**config.mk**
```make
export PLATFORM = sky130hd
export DESIGN_NAME = if_stage
export DESIGN_NICKNAME = d
export VERILOG_FILES = /design/src/rtl/if_pkg.sv /design/src/rtl/fetch_buffer.sv /design/src/rtl/if_stage.sv
export SDC_FILE = /design/constraint.sdc
export NUM_CORES = 1
export LEC_CHECK = 0
export ABC_AREA = 1
export CAP_MARGIN = 20
export CORE_MARGIN = 2
export CORE_UTILIZATION = 30
export DETAILED_ROUTE_END_ITERATION = 6
export PLACE_DENSITY = 0.5
export SYNTH_ARGS = -nofsm -noshare
export SYNTH_HDL_FRONTEND = slang
export SYNTH_SLANG_ARGS = --single-unit
```
**constraint.sdc**
```tcl
create_clock -name clk -period 4.39 [get_ports clk]
set_input_delay 1.0975 -clock clk [delete_from_list [all_inputs] [get_ports clk]]
set_output_delay 1.0975 -clock clk [all_outputs]
set_load 0.05 [all_outputs]
```
**src/rtl/if_pkg.sv**
```systemverilog
// Shared types and constants for the instruction-fetch stage.
// Defines the {pc, inst, misaligned} entry carried from fetch to decode.
package if_pkg;

    localparam int          XLEN     = 32;
    localparam logic [31:0] INST_NOP = 32'h0000_0013;

    typedef struct packed {
        logic [XLEN-1:0] pc;
        logic [XLEN-1:0] inst;
        logic            misaligned;
    } fetch_entry_t;

endpackage

```
**src/rtl/fetch_buffer.sv**
```systemverilog
// Synchronous FIFO of fetch entries; a push is visible at the head one edge later.
// A push is dropped when the buffer is full and no pop frees a slot; flush overrides push and pop.
module fetch_buffer
    import if_pkg::*;
#(
    parameter int DEPTH = 2
) (
    input  logic         clk,
    input  logic         rst_n,
    input  logic         push_i,
    input  fetch_entry_t entry_i,
    input  logic         pop_i,
    input  logic         flush_i,
    output logic         full_o,
    output logic         empty_o,
    output fetch_entry_t head_o
);

    localparam int             PW      = $clog2(DEPTH);
    localparam logic [PW:0]    DEPTH_C = (PW+1)'(DEPTH);
    localparam logic [PW-1:0]  PTR_ONE = (PW)'(1);
    localparam logic [PW:0]    CNT_ONE = (PW+1)'(1);

    fetch_entry_t   mem_q [DEPTH];
    logic [PW-1:0]  wr_ptr_q, rd_ptr_q;
    logic [PW:0]    count_q;
    logic           wr_en, rd_en;

    assign full_o  = (count_q == DEPTH_C);
    assign empty_o = (count_q == '0);
    assign head_o  = mem_q[rd_ptr_q];

    assign wr_en = push_i & ~flush_i & (~full_o | pop_i);
    assign rd_en = pop_i & ~flush_i & ~empty_o;

    always_ff @(posedge clk or negedge rst_n) begin
        if (!rst_n) begin
            wr_ptr_q <= '0;
            rd_ptr_q <= '0;
            count_q  <= '0;
        end else if (flush_i) begin
            wr_ptr_q <= '0;
            rd_ptr_q <= '0;
            count_q  <= '0;
        end else begin
            if (wr_en) wr_ptr_q <= wr_ptr_q + PTR_ONE;
            if (rd_en) rd_ptr_q <= rd_ptr_q + PTR_ONE;
            case ({wr_en, rd_en})
                2'b10:   count_q <= count_q + CNT_ONE;
                2'b01:   count_q <= count_q - CNT_ONE;
                default: count_q <= count_q;
            endcase
        end
    end

    // Storage needs no reset: the head is only consumed while the count is non-zero.
    always_ff @(posedge clk) begin
        if (wr_en) mem_q[wr_ptr_q] <= entry_i;
    end

endmodule

```
**src/rtl/if_stage.sv**
```systemverilog
// Fetch stage: owns the PC, reads combinational imem, buffers {pc, inst} for decode (1-edge latency).
// Stalls the PC while the buffer is full and not popping; a redirect flushes and reloads the PC.
module if_stage
    import if_pkg::*;
#(
    parameter logic [31:0] RESET_PC = 32'h0000_0000,
    parameter int          DEPTH    = 2
) (
    input  logic        clk,
    input  logic        rst_n,
    output logic [31:0] imem_addr,
    input  logic [31:0] imem_data,
    input  logic        redirect_valid,
    input  logic [31:0] redirect_pc,
    output logic        out_valid,
    input  logic        out_ready,
    output logic [31:0] out_pc,
    output logic [31:0] out_inst,
    output logic        out_misaligned
);

    logic [31:0]  pc_q, pc_d;
    logic         halted_q, halted_d;
    logic         full, empty, pop, push, misaligned;
    fetch_entry_t wr_entry, head;

    assign imem_addr  = pc_q;
    assign misaligned = (pc_q[1:0] != 2'b00);
    assign pop        = out_valid & out_ready;
    assign push       = ~redirect_valid & ~halted_q & (~full | pop);

    always_comb begin
        wr_entry.pc         = pc_q;
        wr_entry.inst       = misaligned ? INST_NOP : imem_data;
        wr_entry.misaligned = misaligned;
    end

    always_comb begin
        pc_d     = pc_q;
        halted_d = halted_q;
        if (redirect_valid) begin
            pc_d     = redirect_pc;
            halted_d = 1'b0;
        end else if (push) begin
            pc_d     = pc_q + 32'd4;
            // A misaligned fetch is delivered once, then fetch parks until redirected.
            halted_d = misaligned;
        end
    end

    always_ff @(posedge clk or negedge rst_n) begin
        if (!rst_n) begin
            pc_q     <= RESET_PC;
            halted_q <= 1'b0;
        end else begin
            pc_q     <= pc_d;
            halted_q <= halted_d;
        end
    end

    fetch_buffer #(.DEPTH(DEPTH)) u_buf (
        .clk     (clk),
        .rst_n   (rst_n),
        .push_i  (push),
        .entry_i (wr_entry),
        .pop_i   (pop),
        .flush_i (redirect_valid),
        .full_o  (full),
        .empty_o (empty),
        .head_o  (head)
    );

    // Empty head shows reset-like values so stale storage never leaks out.
    assign out_valid      = ~empty;
    assign out_pc         = empty ? 32'h0 : head.pc;
    assign out_inst       = empty ? INST_NOP : head.inst;
    assign out_misaligned = ~empty & head.misaligned;

    a_head_stable: assert property (@(posedge clk) disable iff (!rst_n)
        (out_valid && !out_ready && !redirect_valid) |=>
        (out_valid && $stable(out_pc) && $stable(out_inst) && $stable(out_misaligned)));

endmodule

```
==> results of run 1 <==
==> worst paths after layout <==
check                                    end        startpoint  cells past startpoint
max                              out_inst[2]  u_buf.count_q[0]                      6
min                         u_buf.count_q[0]  u_buf.count_q[0]                      2
max reg2reg                u_buf.mem_q[0][8]  u_buf.count_q[0]                      5
min reg2reg                 u_buf.count_q[0]  u_buf.count_q[0]                      2
max in group asynchronous     u_buf.rd_ptr_q             rst_n                      1
min in group asynchronous      imem_addr[23]             rst_n                      1
==> final cells by class <==
class                      count  area [sq um]  share of cell area [%]
timing repair buffer         174          1740                    16.8
tap                          335           419                    4.04
clock inverter                15           150                    1.45
inverter                      89           337                    3.24
sequential                   167          4830                    46.5
multi-input combinational    552          2480                    23.9
clock buffer                  17           425                    4.10
==> worst min-delay path: stages, from the launching register on <==
cell and delay [ns]:
dfrtp_1 0.38, nand2_1 0.06, nand2_1 0.05
==> per-stage QoR <==
stage,worst slack [ns],area (sq um),utilization (%),hold slack (ns)
finish,0.506,10400,39.7,0.527
global route,0.331,10400,39.7,0.546
floorplan,0.788,8030,-,0.484
global placement,0.949,9810,37.5,0.505
CTS,0.449,10400,39.7,0.526
detailed placement,0.922,9810,37.5,0.510
==> per-layer routing <==
metal	wire, microns	global-route usage [%]	share of wire, %
met5	0	0	0
met4	305	4.20	1.4
met3	868	3.40	4.1
met2	9770	25.1	46
met1	10100	20.8	48
==> synthesized netlist by cell type, drive strengths merged <==
library cell and n:
a21boi 1, a21oi 65, buf 50, clkbuf 14
dfrtp 37, edfxtp 130, ha 1, inv 89
nand2 331, nand3 30, nand4 2, nor2 83
nor3 2, o211ai 7, o21ai 15, o21bai 1
or2 3, xnor2 4, xor2 7
==> cell families after synthesis <==
family | Yosys count | share of synthesized area [%]
buf+inv | 153 | 9.15
compound gates | 89 | 5.88
simple gates | 451 | 23.5
xor+xnor | 11 | 1.20
fa+ha+maj | 1 | 0.156
flops | 167 | 60.2
==> sequential cells by signal, indices dropped and copies added, names as in the netlist <==
| name | count |
|---|---|
| u_buf.mem_q | 130 |
| u_buf.rd_ptr_q | 1 |
| halted_q | 1 |
| u_buf.count_q | 2 |
| imem_addr | 32 |
| u_buf.wr_ptr_q | 1 |
==> power by group through the flow <==
stage / clock network, mW / registers (mW) / logic [mW]
after global placement: 0 / 2.06 / 1.49
after floorplan: 0 / 2.01 / 1.04
after CTS: 1.49 / 2.03 / 1.49
final: 1.45 / 2.03 / 1.47
after detailed placement: 0 / 2.07 / 1.49
after global routing: 1.55 / 2.05 / 1.58
==> metrics.cfg, run 1 <==
[status]
status=complete, no violations

[critical_path]
slowest_delay_ns=0.70
critPathRequiredTime_ns=3.29
endpoint_kind=output pin
path_delay_family=buffers and inverters
worst_ep_arrival_time_ns=2.79
start_kind=register
crit_path_top_delay_cell=clkdlybuf4s50_1
rrSetupSlack_ns=2.43
critPathMaxFanout=41
path_cells=inv_2, nand2_4, inv_2, buf_4, a21oi_1, clkdlybuf4s50_1
critical_path_class=reg -> out
critPathBufInv=4
cp_common_cell=inv_2

[synthesis]
synth.top_cells.by_area=edfxtp_1 49%, nand2_1 15%, dfrtp_1 12%, a21oi_1 4.0%, inv_1 3.8%
synth_seq_cells=167
avgSynthCellArea_sq_um=9.21
yosysTopAreaCellShare_pct=48.6
syn_area_sq_mm=0.00803
synth_top_area_cell=edfxtp_1
synth_nets=941
postSynthCellCount=872
yosysWarnings=0
synth_cell_types=33
seq_area_frac_synth_pct=60.2

[power_and_ir_drop]
power_switching_mw=1.86
seq_power_share_pct=41.0
switching_share_pct=37.5
p_total_mw=4.95
combPwrFrac_pct=29.7
clockPowerShare_pct=29.3
leakage_nw=4.16
peakVddDrop_v=0.000194
internal-power_mw=3.10
powerDensity_mw_per_mm2=477

[global_route]
grt_pass1_vias=5882
grt_use_total_pct=15.4
gr-total-overflow=0
grt_pass1_wl_microns=33200
grt_start_max_net_pins=68
antenna_found_initial=0

[drt]
first_pass_iters=5
antenna_left=0
drc_errors=0
vias=5940
drt-total-wl_microns=21000
drt_iter0_drc=317
avgRoutedWirePerCell_microns=15.6
vias_per_cell=4.40

[sta]
grt_setup_unrepaired=no
maxSlewHeadroom_pct=38.5
fin_crit_sh_pct=88.5
worst_pin_slew_ns=0.922
final_hold_viol_count=0
slew_violations=0
setup_viol=0
clock.fmax_mhz=257
skew_ns=0.0138
setup_tns_ns=0
fin_crit_ns=3.88

[clock_network]
clk_pin_slew_ns=0.07
clock-sinks=167
max-clock-path-buffers=2
clock_latency_ns=0.43
root_buffer=clkbuf_16
post_cts_buffers=0
ctsResizeCount=0
tritoncts=yes
htreeDepth=4
cts_buffers=17
cts_hold_buf=0

[cells_and_area]
diodes=0
instances_no_fill=1349
final_cell_mix=322 x nand2_1, 164 x clkdlybuf4s50_1, 130 x edfxtp_1
syn2layout_area_growth_pct=29.3
nets=1070
n_fill_cell=2585
final_common_cell=nand2_1
drive_gt1_share_pct=7.89

[floorplan]
die_x_microns=168
die_area_sq_mm=0.0281
fp.coreArea_sq_mm=0.0261
fp.dieH_microns=168
row_count=59
start_util_pct=30.7
num_io_pins=166

[placement]
portBuffers=165
placed_cells=1317
routabilityCongestion=0.803
dp_hpwl_microns=14100

[run]
maxCapViolCount=0

[min_path]
hp-class=reg -> reg

Power figures use the tool's default switching activity.
==> inputs of run 2 (changes only) <==
ABC_CLOCK_PERIOD_IN_PS = 3600   (was unset)
clock period = 3.6 ns   (was 4.39 ns; I/O delays follow)
==> run 2 against run 1 <==
  * Clock power grew 41%
  * Largest cell class unchanged
  * Cell count is essentially flat
  * Die area is the same
  * Critical path depth shrank 2
  * Sequential cell count is the same
  * Utilization grew 1.3 points
  * Global-route usage shrank 0.21 points
  * Sequential power grew 22%
==> metrics.cfg, run 2 (same netlist as run 1, synthesis figures left out) <==
[min_path]
hp-class=reg -> reg

[drt]
first_pass_iters=4  ; -1
drt-total-wl_microns=21100  ; +0.11%
avgRoutedWirePerCell_microns=15.6  ; about the same
drc_errors=0  ; unchanged
drt_iter0_drc=341  ; +7.6%
wl_met2_microns=9800  ; +0.36%
dr_wl_met3_microns=840  ; -3.2%
vias_per_cell=4.40  ; about the same
wl_met1_microns=10200  ; +0.75%
antenna_left=0  ; unchanged
highest_layer=met4
vias=5945  ; +0.084%

[critical_path]
path_cells=buf_4, nand2_1, a21oi_1, buf_12
critical_path_class=reg -> out
slowest_delay_ns=0.59  ; -0.11 ns
endpoint_kind=output pin
crit_path_top_delay_cell=buf_4
start_kind=register
critPathRequiredTime_ns=2.70  ; -0.59 ns
critPathMaxFanout=67  ; +63%
worst_ep_arrival_time_ns=2.12  ; -0.67 ns

[floorplan]
row_count=59  ; unchanged
die_x_microns=168  ; unchanged
fp.coreArea_sq_mm=0.0261  ; unchanged
fp.dieH_microns=168  ; unchanged
num_io_pins=166  ; unchanged
start_util_pct=30.7  ; unchanged
die_area_sq_mm=0.0281  ; unchanged

[sta]
fin_crit_sh_pct=84.0
setup_viol=0  ; unchanged
setup_tns_ns=0  ; unchanged
clock.fmax_mhz=331
final_hold_viol_count=0  ; unchanged
maxSlewHeadroom_pct=36.8  ; -1.7 points
fin_crit_ns=3.02
finalWorstSetupSlack_ns=0.577  ; +0.0702 ns
slew_violations=0  ; unchanged
grt_setup_unrepaired=no
worst_pin_slew_ns=0.948  ; +0.0261 ns
skew_ns=0.0172  ; +0.00337 ns

[cells_and_area]
nets=1071  ; +0.093%
seq_area_sq_mm=0.00483  ; unchanged
final_cell_mix=322 x nand2_1, 130 x edfxtp_1, 99 x clkdlybuf4s50_1
multi_input_area_sq_mm=0.00248  ; unchanged
regMostFlops=u_buf.mem_q
diodes=0  ; unchanged
syn2layout_area_growth_pct=33.6
instances_no_fill=1350  ; +0.074%
final_common_cell=nand2_1
drive_gt1_share_pct=14.4  ; +6.5 points
largest_reg_flops=130  ; unchanged
n_fill_cell=2592  ; +0.27%

[placement]
dp_hpwl_microns=14100  ; about the same
placed_cells=1318  ; +0.076%
portBuffers=165  ; unchanged
dp_worst_setup_slack_ns=0.940  ; +0.0185 ns
routabilityCongestion=0.799  ; -0.49%

[global_route]
antenna_found_initial=0  ; unchanged
gr-total-overflow=0  ; unchanged
grt_use_total_pct=15.2  ; -0.21 points
grt_start_max_net_pins=68  ; unchanged
grt_pass1_vias=5999  ; +2.0%
grt_pass1_wl_microns=33000  ; -0.79%

[power_and_ir_drop]
powerDensity_mw_per_mm2=602  ; +26%
leakage_nw=4.42  ; +6.0%
peakVddDrop_v=0.000221  ; +14%

[clock_network]
clock-sinks=167  ; unchanged
clock_latency_ns=0.42  ; about the same
post_cts_buffers=0  ; unchanged
htreeDepth=4  ; unchanged
cts_hold_buf=0  ; unchanged
tritoncts=yes
cts_buffers=17  ; unchanged
clk_pin_slew_ns=0.07  ; about the same
ctsResizeCount=0  ; unchanged
max-clock-path-buffers=2  ; unchanged
root_buffer=clkbuf_16

[run]
maxCapViolCount=0  ; unchanged

[status]
status=complete, no violations

-- run 2: final timing paths --
check                              endpoint  depth (start not counted)  slack (ns)        startpoint
max in group asynchronous    u_buf.rd_ptr_q                          1        2.31             rst_n
setup / recovery                 out_pc[15]                          4        0.58    u_buf.rd_ptr_q
hold reg to reg            u_buf.count_q[0]                          2        0.53  u_buf.count_q[0]
setup reg to reg              imem_addr[16]                          7        1.87      imem_addr[3]
min in group asynchronous     imem_addr[29]                          1        0.62             rst_n
hold / removal             u_buf.count_q[0]                          2        0.53  u_buf.count_q[0]
-- run 2: per-stage QoR --
step | power [mW] | hold slack [ns] | utilization (%) | cell area (sq um)
3_3_place_gp | 4.47 | 0.499 | 38.5 | 10100
5_1_grt | 6.73 | 0.575 | 41.0 | 10700
4_1_cts | 6.53 | 0.527 | 41.0 | 10700
6_report | 6.45 | 0.531 | 41.0 | 10700
2_1_floorplan | 3.72 | 0.484 | - | 8030
3_5_place_dp | 4.48 | 0.512 | 38.5 | 10100
-- run 2: final cells by class --
type	instances	area share, %
multi-input cells	552	23.1
well taps	335	3.91
flip-flops and latches	167	45.0
inverters	89	3.14
repair buffers	175	18.6
clock buffers	17	3.97
clock inverters	15	2.20
-- run 2: power breakdown --
group	total, mW	switching (mW)	internal (mW)
registers	2.47	0.166	2.30
logic	1.94	1.29	0.651
clock network	2.04	0.789	1.25
total	6.45	2.25	4.21
-- run 2: worst max-delay path: cells and delay by family (launching register included) --
family | cells | cell delay [ns]
compound gates | 1 | 0.38
buf+inv | 2 | 0.78
flops | 1 | 0.36
simple gates | 1 | 0.11
-- run 2: per-layer routing --
metal	up-vias	track usage [%]
li1	3023	-
met2	149	24.3
met5	-	0
met4	0	4.20
met3	13	3.07
met1	2760	21.1
==> inputs of run 3 (changes only) <==
ABC_CLOCK_PERIOD_IN_PS = 2700   (was 3600)
PLACE_DENSITY = 0.51   (was 0.5)
clock period = 2.7 ns   (was 3.6 ns; I/O delays follow)
==> run 3 against run 2 <==
  * Cell count rose by 0.89%
  * Clock power increased by 15%
  * Combinational power up 52%
  * Register-to-register slack worse by 0.84 ns
  * Sequential cell count unchanged
  * Global-route usage increased by 0.30 points
  * Critical endpoint is now imem_addr[14]
  * Largest cell class unchanged
==> metrics.cfg, run 3 (same netlist as run 1, synthesis figures left out) <==
[status]
status=complete, no violations

[drt]
first_pass_iters=4  ; unchanged
antenna_left=0  ; unchanged
vias_per_cell=4.41  ; +0.20%
drc_errors=0  ; unchanged
vias=6010  ; +1.1%
drt_iter0_drc=395  ; +16%
avgRoutedWirePerCell_microns=15.7  ; +0.45%
drt-total-wl_microns=21300  ; +1.3%

[critical_path]
path_cells=clkdlybuf4s50_1
crit_path_top_delay_cell=clkdlybuf4s50_1
worstReg2RegStart=imem_addr[3]
critical_path_class=reg -> out
worst_ep_arrival_time_ns=1.87  ; -0.25 ns
path_delay_family=buffers and inverters
slowest_delay_ns=0.88  ; +0.29 ns
regToRegEndpoint=imem_addr[16]
critPathMaxFanout=7  ; -90%
critPathRequiredTime_ns=2.03  ; -0.67 ns
endpoint_kind=output pin
reg2reg_depth=7  ; unchanged
rrSetupSlack_ns=1.03  ; -0.84 ns
critPathBufInv=1  ; -1
start_kind=register

[clock_network]
cts_hold_buf=0  ; unchanged
max-clock-path-buffers=2  ; unchanged
root_buffer=clkbuf_16
clock_latency_ns=0.42  ; about the same
clk_pin_slew_ns=0.07  ; about the same
cts_buffers=17  ; unchanged
clock-sinks=167  ; unchanged
htreeDepth=4  ; unchanged
tritoncts=yes

[min_path]
hp-class=in -> async

[sta]
fin_crit_ns=2.55
holdWs_ns=0.195  ; -0.336 ns
worst_pin_slew_ns=0.565  ; -0.384 ns
setup_viol=0  ; unchanged
setup_tns_ns=0  ; unchanged
grt_setup_unrepaired=no
slew_violations=0  ; unchanged
final_hold_viol_count=0  ; unchanged
fin_crit_sh_pct=94.4
skew_ns=0.0117  ; -0.00551 ns
clock.fmax_mhz=392
maxSlewHeadroom_pct=62.2  ; +25 points

[power_and_ir_drop]
peakVddDrop_v=0.000293  ; +33%
clockPowerShare_pct=27.3  ; -4.3 points
internal-power_mw=5.48  ; +30%
leakage_nw=4.55  ; +3.2%
power_switching_mw=3.06  ; +36%
combPwrFrac_pct=34.5  ; +4.4 points
powerDensity_mw_per_mm2=762  ; +27%
switching_share_pct=35.8  ; +1.0 points
seq_power_share_pct=38.2  ; about the same

[global_route]
gr-total-overflow=0  ; unchanged
grt_pass1_vias=5928  ; -1.2%
grt_use_total_pct=15.5  ; +0.30 points
grt_start_max_net_pins=68  ; unchanged
grt_pass1_wl_microns=33500  ; +1.7%
antenna_found_initial=0  ; unchanged

[floorplan]
die_area_sq_mm=0.0281  ; unchanged
fp.coreArea_sq_mm=0.0261  ; unchanged
die_x_microns=168  ; unchanged
row_count=59  ; unchanged
start_util_pct=30.7  ; unchanged
num_io_pins=166  ; unchanged
fp.dieH_microns=168  ; unchanged

[cells_and_area]
regMostFlops=u_buf.mem_q
largest_reg_flops=130  ; unchanged
final_common_cell=nand2_1
seq_area_sq_mm=0.00483  ; unchanged
nets=1083  ; +1.1%
syn2layout_area_growth_pct=39.6
multi_input_area_sq_mm=0.00251  ; +1.1%
diodes=0  ; unchanged
final_cell_mix=322 x nand2_1, 130 x edfxtp_1, 99 x clkdlybuf4s50_1
drive_gt1_share_pct=16.1  ; +1.7 points
n_fill_cell=2560  ; -1.2%

[placement]
portBuffers=165  ; unchanged
routabilityCongestion=0.803  ; +0.53%
dp_hpwl_microns=15000  ; +6.4%

[run]
maxCapViolCount=0  ; unchanged

-- run 3: cell types whose count changed in the layout (fill, tap and decap cells not counted), moves of 4 or more --
cell and change:
buf_4 -25, a21oi_1 -7, bufinv_16 -4, buf_12 +35, a21oi_2 +7
-- run 3: how the worst max path moves through the flow --
stage                          start                 to  slack [ns]  cells past startpoint
global route          u_buf.rd_ptr_q         out_pc[13]        0.04                      5
global placement      redirect_valid  u_buf.mem_q[0][8]        0.36                      5
floorplan             redirect_valid  u_buf.mem_q[0][0]        0.24                      4
finish                 imem_addr[14]      imem_addr[14]        0.15                      1
CTS                 u_buf.count_q[1]         out_pc[29]        0.03                      6
detailed placement         out_ready  u_buf.mem_q[0][8]        0.35                      6
-- run 3: power by group through the flow --
stage / Combinational (mW) / Sequential (mW) / Clock (mW)
finish: 2.95 / 3.26 / 2.34
global placement: 2.95 / 3.31 / 0
floorplan: 1.70 / 3.26 / 0
detailed placement: 2.97 / 3.32 / 0
CTS: 2.97 / 3.26 / 2.41
global route: 3.13 / 3.29 / 2.50
-- run 3: cell type report --
type / count / area share [%]
multi-input combinational: 552 / 22.4
clock buffer: 17 / 3.79
timing repair buffer: 187 / 22.7
clock inverter: 15 / 1.26
tap: 335 / 3.74
inverter: 89 / 3.02
sequential: 167 / 43.1
-- run 3: repair_timing --
action                     4_1_cts  5_1_grt
resized for setup                0       10
setup buffers                    0        0
setup endpoints to repair        0       46
-- run 3: metrics by stage --
| stage | setup slack (ns) | area [sq um] | instances | power (mW) | utilization (%) |
|---|---|---|---|---|---|
| floorplan | 0.240 | 8040 | 872 | 4.96 | - |
| global placement | 0.361 | 10600 | 1329 | 6.26 | 40.5 |
| detailed placement | 0.348 | 10600 | 1330 | 6.28 | 40.6 |
| CTS | 0.0252 | 11200 | 1362 | 8.64 | 42.8 |
| global route | 0.0425 | 11200 | 1362 | 8.93 | 42.9 |
| finish | 0.152 | 11200 | 1362 | 8.54 | 42.9 |
-- run 3: metal layers --
layer / vias up / GRT usage [%] / share of wire, %
li1: 3048 / - / -
met3: 17 / 3.17 / 4.8
met5: - / 0 / 0
met4: 0 / 3.89 / 1.1
met1: 2779 / 21.7 / 47
met2: 166 / 24.8 / 47
